<file path="config.mk">
export PLATFORM = sky130hd
export DESIGN_NAME = inlier_stream_writer_flat
export DESIGN_NICKNAME = d
export VERILOG_FILES = /design/src/rtl/inlier_stream_writer_if.sv /design/src/rtl/inlier_stream_writer.sv /design/src/flat_wrapper.sv
export SDC_FILE = /design/constraint.sdc
export NUM_CORES = 1
export LEC_CHECK = 0
export CORE_MARGIN = 10
export CORE_UTILIZATION = 46
export DETAILED_ROUTE_END_ITERATION = 10
export PLACE_DENSITY = 0.71
export SYNTH_ARGS = -nofsm -noshare
export SYNTH_HDL_FRONTEND = slang
export SYNTH_SLANG_ARGS = --single-unit
</file>
<file path="constraint.sdc">
create_clock -name clock -period 4.2 [get_ports clock]
set_input_delay 0.84 -clock clock [delete_from_list [all_inputs] [get_ports clock]]
set_output_delay 0.84 -clock clock [all_outputs]
set_load 0.01 [all_outputs]
</file>
<file path="src/rtl/inlier_stream_writer_if.sv">
// Inlier output stream: one beat carries the original point index and its xyz coordinates.
interface inlier_stream_writer_if #(
   parameter int unsigned N     = 16,
   parameter int unsigned IDX_W = 16
);
   logic             out_valid;
   logic             out_ready;
   logic [IDX_W-1:0] out_idx;
   logic [N-1:0]     out_x;
   logic [N-1:0]     out_y;
   logic [N-1:0]     out_z;

   modport master (
      output out_valid,
      output out_idx,
      output out_x,
      output out_y,
      output out_z,
      input  out_ready
   );

   modport slave (
      input  out_valid,
      input  out_idx,
      input  out_x,
      input  out_y,
      input  out_z,
      output out_ready
   );
endinterface

</file>
<file path="src/rtl/inlier_stream_writer.sv">
// Walks the point memory in index order, drops indices listed in the ascending outlier FIFO
// and streams the surviving points through a 2-entry credit-limited output buffer.
module inlier_stream_writer #(
   parameter int unsigned N           = 16,
   parameter int unsigned IDX_W       = 16,
   parameter int unsigned MEM_LATENCY = 1
) (
   input  logic                    clock,
   input  logic                    reset,
   input  logic                    start,
   input  logic [IDX_W-1:0]        point_cloud_size,
   input  logic                    fifo_empty,
   input  logic [IDX_W-1:0]        outlier_pos,
   output logic                    fifo_rd,
   output logic                    mem_rd,
   output logic [IDX_W-1:0]        mem_addr,
   input  logic [N-1:0]            mem_x,
   input  logic [N-1:0]            mem_y,
   input  logic [N-1:0]            mem_z,
   inlier_stream_writer_if.master  out,
   output logic                    busy,
   output logic                    done,
   output logic [IDX_W-1:0]        inlier_count,
   output logic [IDX_W-1:0]        outlier_count
);

   // Buffered beats plus reads in flight may never exceed this.
   localparam logic [1:0] Credits = 2'(MEM_LATENCY + 1);

   typedef enum logic [1:0] {StIdle, StScan, StFlush, StDone} state_e;

   typedef struct packed {
      logic [IDX_W-1:0] idx;
      logic [N-1:0]     x;
      logic [N-1:0]     y;
      logic [N-1:0]     z;
   } beat_t;

   state_e           state_q, state_d;
   logic [IDX_W-1:0] idx_q, idx_d;
   logic [IDX_W-1:0] size_q;
   logic [IDX_W-1:0] inl_q;
   logic [IDX_W-1:0] outl_q;
   logic             outl_inc;
   logic             pend_q;
   logic [IDX_W-1:0] pend_idx_q;
   beat_t            buf_q [2];
   logic             rd_ptr_q;
   logic             wr_ptr_q;
   logic [1:0]       count_q;

   logic             start_pass;
   logic [1:0]       occ;
   logic             credit;
   beat_t            mem_beat;
   beat_t            head;
   logic             head_valid;
   logic             fire;
   logic             push_buf;
   logic             pop_buf;

   assign start_pass = (state_q == StIdle) && start;
   assign occ        = count_q + {1'b0, pend_q};
   assign credit     = occ < Credits;
   assign mem_beat   = {pend_idx_q, mem_x, mem_y, mem_z};
   assign fire       = head_valid && out.out_ready;
   // A returning beat skips the buffer only when the buffer is empty and the sink takes it now.
   assign push_buf   = pend_q && !(fire && (count_q == 2'd0));
   assign pop_buf    = fire && (count_q != 2'd0);

   // Next-state, scan decisions and FIFO/memory strobes.
   always_comb begin
      state_d  = state_q;
      idx_d    = idx_q;
      fifo_rd  = 1'b0;
      mem_rd   = 1'b0;
      outl_inc = 1'b0;
      unique case (state_q)
         StIdle: begin
            if (start) begin
               idx_d   = '0;
               state_d = (point_cloud_size == '0) ? StDone : StScan;
            end
         end
         StScan: begin
            if (!fifo_empty && (outlier_pos < idx_q)) begin
               // Stale or duplicate entry: discard it without advancing.
               fifo_rd = 1'b1;
            end else if (!fifo_empty && (outlier_pos == idx_q)) begin
               fifo_rd  = 1'b1;
               outl_inc = 1'b1;
               idx_d    = idx_q + IDX_W'(1);
            end else if (credit) begin
               mem_rd = 1'b1;
               idx_d  = idx_q + IDX_W'(1);
            end
            if (idx_d == size_q) state_d = StFlush;
         end
         StFlush: begin
            if ((count_q == 2'd0) && !pend_q) state_d = StDone;
         end
         StDone: begin
            state_d = StIdle;
         end
         default: state_d = StIdle;
      endcase
   end

   // Control state, scan index, size latch and pass counters.
   always_ff @(posedge clock or negedge reset) begin
      if (!reset) begin
         state_q    <= StIdle;
         idx_q      <= '0;
         size_q     <= '0;
         inl_q      <= '0;
         outl_q     <= '0;
         pend_q     <= 1'b0;
         pend_idx_q <= '0;
      end else begin
         state_q <= state_d;
         idx_q   <= idx_d;
         pend_q  <= mem_rd;
         if (mem_rd) pend_idx_q <= idx_q;
         if (start_pass) begin
            size_q <= point_cloud_size;
            inl_q  <= '0;
            outl_q <= '0;
         end else begin
            if (fire)     inl_q  <= inl_q + IDX_W'(1);
            if (outl_inc) outl_q <= outl_q + IDX_W'(1);
         end
      end
   end

   // Two-entry output buffer holding beats the sink has not yet accepted.
   always_ff @(posedge clock or negedge reset) begin
      if (!reset) begin
         for (int i = 0; i < 2; i++) buf_q[i] <= '0;
         rd_ptr_q <= 1'b0;
         wr_ptr_q <= 1'b0;
         count_q  <= 2'd0;
      end else begin
         if (push_buf) begin
            buf_q[wr_ptr_q] <= mem_beat;
            wr_ptr_q        <= ~wr_ptr_q;
         end
         if (pop_buf) rd_ptr_q <= ~rd_ptr_q;
         unique case ({push_buf, pop_buf})
            2'b10:   count_q <= count_q + 2'd1;
            2'b01:   count_q <= count_q - 2'd1;
            default: count_q <= count_q;
         endcase
      end
   end

   // Head of the logical queue: oldest buffered beat, else the beat returning from memory.
   always_comb begin
      head       = '0;
      head_valid = 1'b0;
      if (count_q != 2'd0) begin
         head       = buf_q[rd_ptr_q];
         head_valid = 1'b1;
      end else if (pend_q) begin
         head       = mem_beat;
         head_valid = 1'b1;
      end
   end

   assign out.out_valid = head_valid;
   assign out.out_idx   = head.idx;
   assign out.out_x     = head.x;
   assign out.out_y     = head.y;
   assign out.out_z     = head.z;

   assign mem_addr      = idx_q;
   assign busy          = (state_q == StScan) || (state_q == StFlush);
   assign done          = (state_q == StDone);
   assign inlier_count  = inl_q;
   assign outlier_count = outl_q;

endmodule

</file>
<file path="src/flat_wrapper.sv">
// flat-port wrapper written by rule: the top's interface ports become plain ports
module inlier_stream_writer_flat 
#(
   parameter int unsigned N           = 16,
   parameter int unsigned IDX_W       = 16,
   parameter int unsigned MEM_LATENCY = 1
)
  (clock, reset, start, point_cloud_size, fifo_empty, outlier_pos, fifo_rd, mem_rd, mem_addr, mem_x, mem_y, mem_z, busy, done, inlier_count, outlier_count, out_out_valid, out_out_idx, out_out_x, out_out_y, out_out_z, out_out_ready);
  inlier_stream_writer_if #(.N(N), .IDX_W(IDX_W)) out_i ();
  input  logic clock;
  input  logic reset;
  input  logic start;
  input  logic [IDX_W-1:0] point_cloud_size;
  input  logic fifo_empty;
  input  logic [IDX_W-1:0] outlier_pos;
  output logic fifo_rd;
  output logic mem_rd;
  output logic [IDX_W-1:0] mem_addr;
  input  logic [N-1:0] mem_x;
  input  logic [N-1:0] mem_y;
  input  logic [N-1:0] mem_z;
  output logic busy;
  output logic done;
  output logic [IDX_W-1:0] inlier_count;
  output logic [IDX_W-1:0] outlier_count;
  output wire logic [$bits(out_i.out_valid)-1:0] out_out_valid;
  output wire logic [$bits(out_i.out_idx)-1:0] out_out_idx;
  output wire logic [$bits(out_i.out_x)-1:0] out_out_x;
  output wire logic [$bits(out_i.out_y)-1:0] out_out_y;
  output wire logic [$bits(out_i.out_z)-1:0] out_out_z;
  input wire logic [$bits(out_i.out_ready)-1:0] out_out_ready;
  assign out_out_valid = out_i.out_valid;
  assign out_out_idx = out_i.out_idx;
  assign out_out_x = out_i.out_x;
  assign out_out_y = out_i.out_y;
  assign out_out_z = out_i.out_z;
  assign out_i.out_ready = out_out_ready;
  inlier_stream_writer #(.N(N), .IDX_W(IDX_W), .MEM_LATENCY(MEM_LATENCY)) u_core (.clock(clock), .reset(reset), .start(start), .point_cloud_size(point_cloud_size), .fifo_empty(fifo_empty), .outlier_pos(outlier_pos), .fifo_rd(fifo_rd), .mem_rd(mem_rd), .mem_addr(mem_addr), .mem_x(mem_x), .mem_y(mem_y), .mem_z(mem_z), .out(out_i), .busy(busy), .done(done), .inlier_count(inlier_count), .outlier_count(outlier_count));
endmodule
</file>
==> run summary, run 1 <==
* finished clean — status
* 0 — Max Cap Viol
* 0.0910 ns — Place WS
* dfrtp_1 — cell type with the highest aggregate area in the netlist
* 5 — first-pass detailed-route iteration total
* 0.0143 sq mm — Final Cell Area
* input port — startpoint kind of the worst setup timing path
* clkbuf_16 — buffer cell driving the clock tree root
* 3360 uW — switching power of the nets
* 48.8% — portion of the post-synthesis area used by sequential elements
* 215 — number of storage elements in the synthesis netlist
* clkdlybuf4s50_1 — cell with the largest stage delay on the worst path
* buf_4 — most frequent CP cell
* 202 — IO Pins
* dfrtp_1 49%, mux2_2 13%, mux2i_1 6.5% — top cells by area, synth
* 10.5 sq um — synthesized area per cell
* 33.5% — max-slew headroom at the worst pin
* clkdlybuf4s50_1 -> ha_1 -> nand4_1 -> nor4_4 -> buf_4 -> buf_4 -> a21oi_1 -> a31oi_4 -> buf_12 -> o221ai_2 -> or4_1 -> nor4_1 -> a31oi_1 -> mux2i_1 — cell chain of the critical path
* 0.391 ns — post-layout worst setup margin
* 29.5% — synthesis-to-finish area growth
* 4.17 ns — Data arrival, critical path
* 4.56 ns — CP Data Required Time
* 686 — initial detailed-routing violation count
* 0 — Diodes inserted
* 175 microns — Die X-Extent
* 48.8% — top-area cell type share of the netlist area
* 0 ns — post-route setup TNS
* 47200 microns — global-route wire length before repair
* 0 — remaining global-route overflow
* 0.0235 sq mm — Std-Cell Core Area
* 0.00615 uW — leakage power figure
* 1054 — gate count of the mapped netlist
* 662 mW/mm^2 — Power per Cell Area
* 0 — number of synthesized flops with an enable pin
* 201 — port bufs
* 0 — post-detailed-route DRC marker count
* 175 microns — die outline height
* 0.0135 sq mm — placement-stage cell area
* 0 — setup violation total in the final timing report
* 101 — largest net degree at the start of global routing
* 1358 — number of nets in the finished design
* 18.3 microns — WL/cell
* 50 — distinct cell type count of the synthesized netlist
* 8604 — Via Count
* 44.8% — part of the total power dissipated in combinational logic
* 318 uV — worst voltage drop across the vdd grid
* 1163 — net count after synthesis
* false — RSZ-0062 raised after global routing
* 0.998 ns — Tightest Pin Transition
* 90.7% — part of the cycle the worst path needs
* 0.932 — weighted congestion reported at the end of routability-driven placement
* 0.0305 sq mm — die area
* 0.0131 ns — Fin Clk Skew
* dfrtp_1 — most common flop cell mapped by yosys
* 18.5% — global router's overall resource usage
* 0.0110 sq mm — Mapped Area
* in2async — class of the tightest hold or removal check
* 46.8% — effective utilization at floorplan
* 215 — number of sinks handled by clock tree synthesis
* 21.0% — clock network fraction of total power
* 16.5% — layout cell share with drive strength beyond 1
* 0 — cts hold-fix bufs
* 263 MHz — Peak Freq
* 6100 uW — Int Pwr
* 0.42 ns — largest stage delay on the critical path
* 20500 microns — half-perimeter wire length after detailed placement
* 5.44 — Vias/cell
* 29000 microns — total wire length
* flop — crit end category
* 0 — Final Hold Fails
* in2reg — Worst Path Class, Setup
* 7 — maximum fanout count along the critical path
* 0 — number of antenna violations at the first check in global routing
* 0.440 ns — Fin Hold WS
* 0.05 ns — clock slew seen by the registers of the worst setup and hold paths
* 0 — number of warning messages in the yosys log
* 100% — post-synthesis async set-or-reset flop share
* 35.5% — proportion of total power due to net switching
* 56 — FP Rows
* 8772 — vias in the first global route
* 215 x dfrtp_1, 128 x mux2_2, 118 x o21ai_0, 109 x nand2_1, 82 x nand3_1 — leading cell types by count after synthesis
* dfrtp_1 — dominant cell by count in the synthesized netlist
* 34.2% — sequential cell fraction of total power
* 0 — count of nets left with antenna violations after detail routing
* 3.81 ns — Tmin final
* 1 — number of H-tree branching levels
* yes — TritonCTS clock tree
* 0 — number of max-slew violations in the final report
* 3 — Max clock buf depth
* 0.51 ns — clock insertion delay at the later pin of the skew report
* 24 — number of clock buffers inserted by TritonCTS
## layout by cell type, fill, tap and decap left out, drive strengths merged, types with 28 or more instances in the layout
cell | netlist | final
buf | 11 | 28
nor2 | 44 | 44
nand3 | 82 | 82
clkdlybuf4s50 | 0 | 198
nand2 | 109 | 109
dfrtp | 215 | 215
inv | 28 | 28
mux2 | 128 | 128
mux2i | 72 | 72
o21ai | 121 | 121
clkbuf | 49 | 40
a21oi | 38 | 38
## timing repair
item	CTS	global route
buffers inserted	0	2
resized for setup	0	6
endpoints found under the setup margin	0	2
## power groups by stage
stage	combinational (uW)	clock, uW	sequential, uW
6_report	4240	1980	3230
5_1_grt	4630	2120	3320
4_1_cts	4300	2040	3230
3_5_place_dp	4290	0	3270
3_3_place_gp	4220	0	3230
2_1_floorplan	2640	0	3050
## routing by layer
metal,part of all wire (%),vias to the layer above,GRT usage (%)
met5,0,-,0
met3,7.9,35,5.15
met2,45,283,29.1
met1,45,4156,24.9
met4,1.6,0,3.81
li1,-,4130,-
## cell families after synthesis
| family | after synthesis | share of synthesized area [%] |
|---|---|---|
| buffers and inverters | 88 | 3.10 |
| and+or+nand+nor | 304 | 13.1 |
| adders and majority gates | 24 | 2.73 |
| DFF | 215 | 48.8 |
| AOI/OAI and AO/OA | 180 | 9.21 |
| xor gates and xnor gates | 43 | 3.42 |
| muxes | 200 | 19.6 |
## state kept, by name (all words and copies together), names as in the netlist, 2 cells and up
signal	flops
u_core.buf_q	128
u_core.inlier_count	16
u_core.mem_addr	16
u_core.outlier_count	16
u_core.pend_idx_q	16
u_core.size_q	16
u_core.count_q	2
u_core.state_q	2
## cell type report
type,instances,area [sq um]
fill,1993,9270
sequential,215,5390
multi-input combinational,751,5330
timing repair buffer,229,2290
clock buffer,39,738
tap,319,399
inverter,28,105
clock inverter,2,10.0
## per-stage QoR
stage / total power (uW) / util, % / cells
floorplan: 5690 / - / 1054
global placement: 7450 / 57.3 / 1540
detailed placement: 7560 / 57.3 / 1540
CTS: 9580 / 60.5 / 1581
global route: 10100 / 60.6 / 1583
finish: 9450 / 60.6 / 1583
## path summary, 6_finish.rpt
path / start / end / slack [ns] / cells past startpoint
worst max-delay path: outlier_pos[9] / u_core.state_q[1] / 0.39 / 14
worst min-delay path: reset / u_core.buf_q[18] / 0.44 / 1
worst max register to register: u_core.mem_addr[8] / u_core.state_q[1] / 0.51 / 14
worst min register to register: u_core.size_q[9] / u_core.size_q[9] / 0.50 / 2
max in group asynchronous: reset / u_core.inlier_count[15] / 2.81 / 2
min in group clock: u_core.size_q[9] / u_core.size_q[9] / 0.50 / 2
## critical path: cells and delay by family
family | cells | cell delay [ns]
buffers and inverters | 4 | 0.84
adder cells (fa/ha/maj) | 1 | 0.31
multiplexers | 1 | 0.17
AO/OA/AOI/OAI | 4 | 0.73
AND/OR/NAND/NOR | 4 | 1.29
No activity file was read; power rests on OpenSTA's default activity.
==> inputs of run 2 (changes only) <==
--- a/config.mk
+++ b/config.mk
@@ -5,6 +5,7 @@
 export SDC_FILE = /design/constraint.sdc
 export NUM_CORES = 1
 export LEC_CHECK = 0
+export ABC_AREA = 0
 export CORE_MARGIN = 10
 export CORE_UTILIZATION = 46
 export DETAILED_ROUTE_END_ITERATION = 10
==> results of run 2 <==
Same layout as run 1: the final DEF is identical, and so are final timing and power.
==> inputs of run 3 (changes only) <==
--- a/config.mk
+++ b/config.mk
@@ -5,11 +5,11 @@
 export SDC_FILE = /design/constraint.sdc
 export NUM_CORES = 1
 export LEC_CHECK = 0
-export ABC_AREA = 0
+export ABC_AREA = 1
 export CORE_MARGIN = 10
 export CORE_UTILIZATION = 46
 export DETAILED_ROUTE_END_ITERATION = 10
-export PLACE_DENSITY = 0.71
+export PLACE_DENSITY = 0.7
 export SYNTH_ARGS = -nofsm -noshare
 export SYNTH_HDL_FRONTEND = slang
 export SYNTH_SLANG_ARGS = --single-unit
==> run summary, run 3 <==
* finished clean — status, unchanged
* dfrtp_1 — cell type with the highest aggregate area in the netlist, unchanged
* 45.1% — max-slew headroom at the worst pin, was 33.5%
* 52200 microns — global-route wire length before repair, was 47200 microns
* 10100 — vias in the first global route, was 8772
* 0 — count of nets left with antenna violations after detail routing, unchanged
* input port — startpoint kind of the worst setup timing path, unchanged
* 28.3% — synthesis-to-finish area growth, was 29.5%
* 19.9% — global router's overall resource usage, was 18.5%
* 31800 microns — total wire length, was 29000 microns
* 0.51 ns — clock insertion delay at the later pin of the skew report, about the same
* 3.36 ns — CP Data Required Time, was 4.56 ns
* 0.0312 sq mm — die area, was 0.0305 sq mm
* 177 microns — Die X-Extent, was 175 microns
* 0.06 ns — clock slew seen by the registers of the worst setup and hold paths, was 0.05 ns
* 7.82 sq um — synthesized area per cell, was 10.5 sq um
* 21500 microns — half-perimeter wire length after detailed placement, was 20500 microns
* 16.3 microns — WL/cell, was 18.3 microns
* false — RSZ-0062 raised after global routing, unchanged
* 386 x nand2_1, 239 x o21ai_0, 215 x dfrtp_1, 136 x inv_1, 115 x nor2_1 — leading cell types by count after synthesis, was 215 x dfrtp_1, 128 x mux2_2, 118 x o21ai_0, 109 x nand2_1, 82 x nand3_1
* u_core.outlier_count[10] — endpoint of the most critical register-to-register path, was u_core.state_q[1]
* 771 mW/mm^2 — Power per Cell Area, was 662 mW/mm^2
* dfrtp_1 48%, nand2_1 13%, o21ai_0 11% — top cells by area, synth, was dfrtp_1 49%, mux2_2 13%, mux2i_1 6.5%
* 3.09 ns — Data arrival, critical path, was 4.17 ns
* 0 — number of antenna violations at the first check in global routing, unchanged
* 0 — setup violation total in the final timing report, unchanged
* 177 microns — die outline height, was 175 microns
* yes — TritonCTS clock tree, unchanged
* 0 — count of cells resized by post-cts repair, unchanged
* 0 — number of synthesized flops with an enable pin, unchanged
* 47.7% — top-area cell type share of the netlist area, was 48.8%
* output pin — crit end category, was flop
* 0 — remaining global-route overflow, unchanged
* clkdlybuf4s50_1 -> ha_1 -> a21oi_1 -> o21ai_0 -> a21oi_2 -> nand2_1 -> inv_2 -> nor4_4 -> clkdlybuf4s50_1 — cell chain of the critical path, was clkdlybuf4s50_1 -> ha_1 -> nand4_1 -> nor4_4 -> buf_4 -> buf_4 -> a21oi_1 -> a31oi_4 -> buf_12 -> o221ai_2 -> or4_1 -> nor4_1 -> a31oi_1 -> mux2i_1
* clkbuf_16 — buffer cell driving the clock tree root, unchanged
* 5.34 — Vias/cell, was 5.44
* nand2_1 — dominant cell by count in the synthesized netlist, was dfrtp_1
* dfrtp_1 — most common flop cell mapped by yosys, unchanged
* 2230 — filler cell count, was 1993
* 0.0242 sq mm — Std-Cell Core Area, was 0.0235 sq mm
* 47.7% — portion of the post-synthesis area used by sequential elements, was 48.8%
* 57 — FP Rows, was 56
* 0 — post-detailed-route DRC marker count, unchanged
* 0.823 ns — Tightest Pin Transition, was 0.998 ns
* 0.00654 uW — leakage power figure, was 0.00615 uW
* 10400 — Via Count, was 8604
* 46.5% — effective utilization at floorplan, was 46.8%
* 3.93 ns — Tmin final, was 3.81 ns
* 386 x nand2_1, 239 x o21ai_0, 214 x dfrtp_1 — most used cells in the layout excluding fill and tap cells, was 210 x dfrtp_1, 198 x clkdlybuf4s50_1, 128 x mux2_2
* 0.59 ns — largest stage delay on the critical path, was 0.42 ns
* 0 ns — post-route setup TNS, unchanged
* 3 — Max clock buf depth, unchanged
* 17 — cells on worst reg2reg path, was 14
* 215 — number of storage elements in the synthesis netlist, unchanged
* 1720 — number of nets in the finished design, was 1358
* 0.0118 ns — Fin Clk Skew, was 0.0131 ns
* 0 — Max Cap Viol, unchanged
* 0 — number of max-slew violations in the final report, unchanged
* 401 uV — worst voltage drop across the vdd grid, was 318 uV
* 854 — initial detailed-routing violation count, was 686
* 0 — number of setup buffers added after CTS, unchanged
* 59.7% — core utilization of the finished layout, was 60.6%
* 100% — post-synthesis async set-or-reset flop share, unchanged
* 6.15% — layout cell share with drive strength beyond 1, was 16.5%
* 3 — Critical path buffers and inverters, was 4
* 201 — port bufs, unchanged
* 5 — first-pass detailed-route iteration total, unchanged
* 93.6% — part of the cycle the worst path needs, was 90.7%
* buffers and inverters — family of cells with the greatest summed delay on the critical path, was simple AND/OR/NAND/NOR gates
* 0.897 — weighted congestion reported at the end of routability-driven placement, was 0.932
* 128 — number of flip-flops under the largest register name, unchanged
* clkdlybuf4s50_1 — cell with the largest stage delay on the worst path, unchanged
* 255 MHz — Peak Freq, was 263 MHz
* 1 — number of H-tree branching levels, unchanged
* u_core.buf_q — Most flops, register, unchanged
* 89 — largest net degree at the start of global routing, was 101
* nand2_1 — most frequent standard cell in the layout excluding fill and tap cells, was dfrtp_1
* 1551 — net count after synthesis, was 1163
* 25 — number of clock buffers inserted by TritonCTS, was 24
* 215 — number of sinks handled by clock tree synthesis, unchanged
* clkdlybuf4s50_1 — most frequent CP cell, was buf_4
* 0 — number of warning messages in the yosys log, unchanged
* 0.99 ns — register-to-register setup slack, was 0.51 ns
* 202 — IO Pins, unchanged
* u_core.mem_addr[9] — start of the worst register-to-register path, was u_core.mem_addr[8]
* 8 — maximum fanout count along the critical path, was 7
* 0 — Diodes inserted, unchanged
* in2async — class of the tightest hold or removal check, unchanged
* 0 — cts hold-fix bufs, unchanged
* 1442 — gate count of the mapped netlist, was 1054
* 0 — Final Hold Fails, unchanged
* in2out — Worst Path Class, Setup, was in2reg
* 0.0113 sq mm — Mapped Area, was 0.0110 sq mm
* 40 — distinct cell type count of the synthesized netlist, was 50
## run 3: cell types whose count changed after synthesis, sizes merged, moves of 63 or more
cell and change:
inv +114, mux2i -72, o21ai +121, nand2 +287, mux2 -128, o32ai +63
nor2 +81
## run 3: metal layers
metal | GRT usage, % | up-vias | share of wire [%]
li1 | - | 5120 | -
met1 | 26.9 | 4886 | 45
met2 | 31.9 | 377 | 46
met3 | 4.68 | 42 | 7.8
met4 | 4.48 | 0 | 1.7
met5 | 0 | - | 0
## run 3: worst max path at each step
stage / from / end / slack (ns) / depth (start not counted)
4_1_cts: u_core.count_q[0] / out_out_idx[12] / 0.25 / 5
3_5_place_dp: outlier_pos[9] / mem_rd / 0.29 / 9
2_1_floorplan: outlier_pos[15] / mem_rd / 0.93 / 11
5_1_grt: u_core.count_q[0] / out_out_x[15] / 0.04 / 5
6_report: outlier_pos[9] / mem_rd / 0.27 / 9
3_3_place_gp: outlier_pos[11] / mem_rd / 0.35 / 9
## run 3: logic make-up after synthesis
group | Yosys count | synth area share, %
adder cells (fa/ha/maj) | 24 | 2.66
buffers and inverters | 226 | 7.74
AO/OA/AOI/OAI | 354 | 18.1
AND/OR/NAND/NOR | 614 | 23.1
flip-flops | 215 | 47.7
XOR/XNOR | 9 | 0.699
## run 3: per-stage QoR
step                hold slack (ns)  power (uW)  cells  setup slack [ns]  cell area, sq um
floorplan                     0.448        6510   1442             0.927             11300
global placement              0.461        8810   1908             0.347             13600
detailed placement            0.468        8930   1908             0.288             13600
CTS                           0.372       11200   1951             0.254             14500
global route                  0.391       12100   1951            0.0356             14500
finish                        0.359       11200   1951             0.271             14500
## run 3: worst register-to-register path: stages, from the launching register on
cell     delay (ns)
dfrtp_1        0.51
inv_1          0.18
ha_1           0.34
a21oi_1        0.06
o21ai_0        0.32
a21oi_2        0.12
nand2_1        0.14
buf_4          0.31
nand3_2        0.11
nand2_2        0.21
nand2_1        0.11
nor2_2         0.12
nand2_2        0.09
nor2_4         0.12
nand3_2        0.11
o21ai_1        0.14
nand2_1        0.06
nor2_1         0.08
## run 3: report_power, final
part / internal [uW] / total, uW / switching, uW
Combinational: 2360 / 5540 / 3190
Clock: 1440 / 2260 / 821
Sequential: 2860 / 3350 / 492
Total: 6660 / 11200 / 4500
## run 3: final cells by class
| type | count | area (sq um) | area share [%] |
|---|---|---|---|
| Sequential cell | 215 | 5380 | 37.2 |
| Inverter | 146 | 549 | 3.80 |
| Clock buffer | 38 | 734 | 5.08 |
| Multi-Input combinational cell | 1001 | 5050 | 34.9 |
| Tap cell | 324 | 405 | 2.80 |
| Clock inverter | 5 | 125 | 0.865 |
| Timing Repair Buffer | 222 | 2220 | 15.4 |
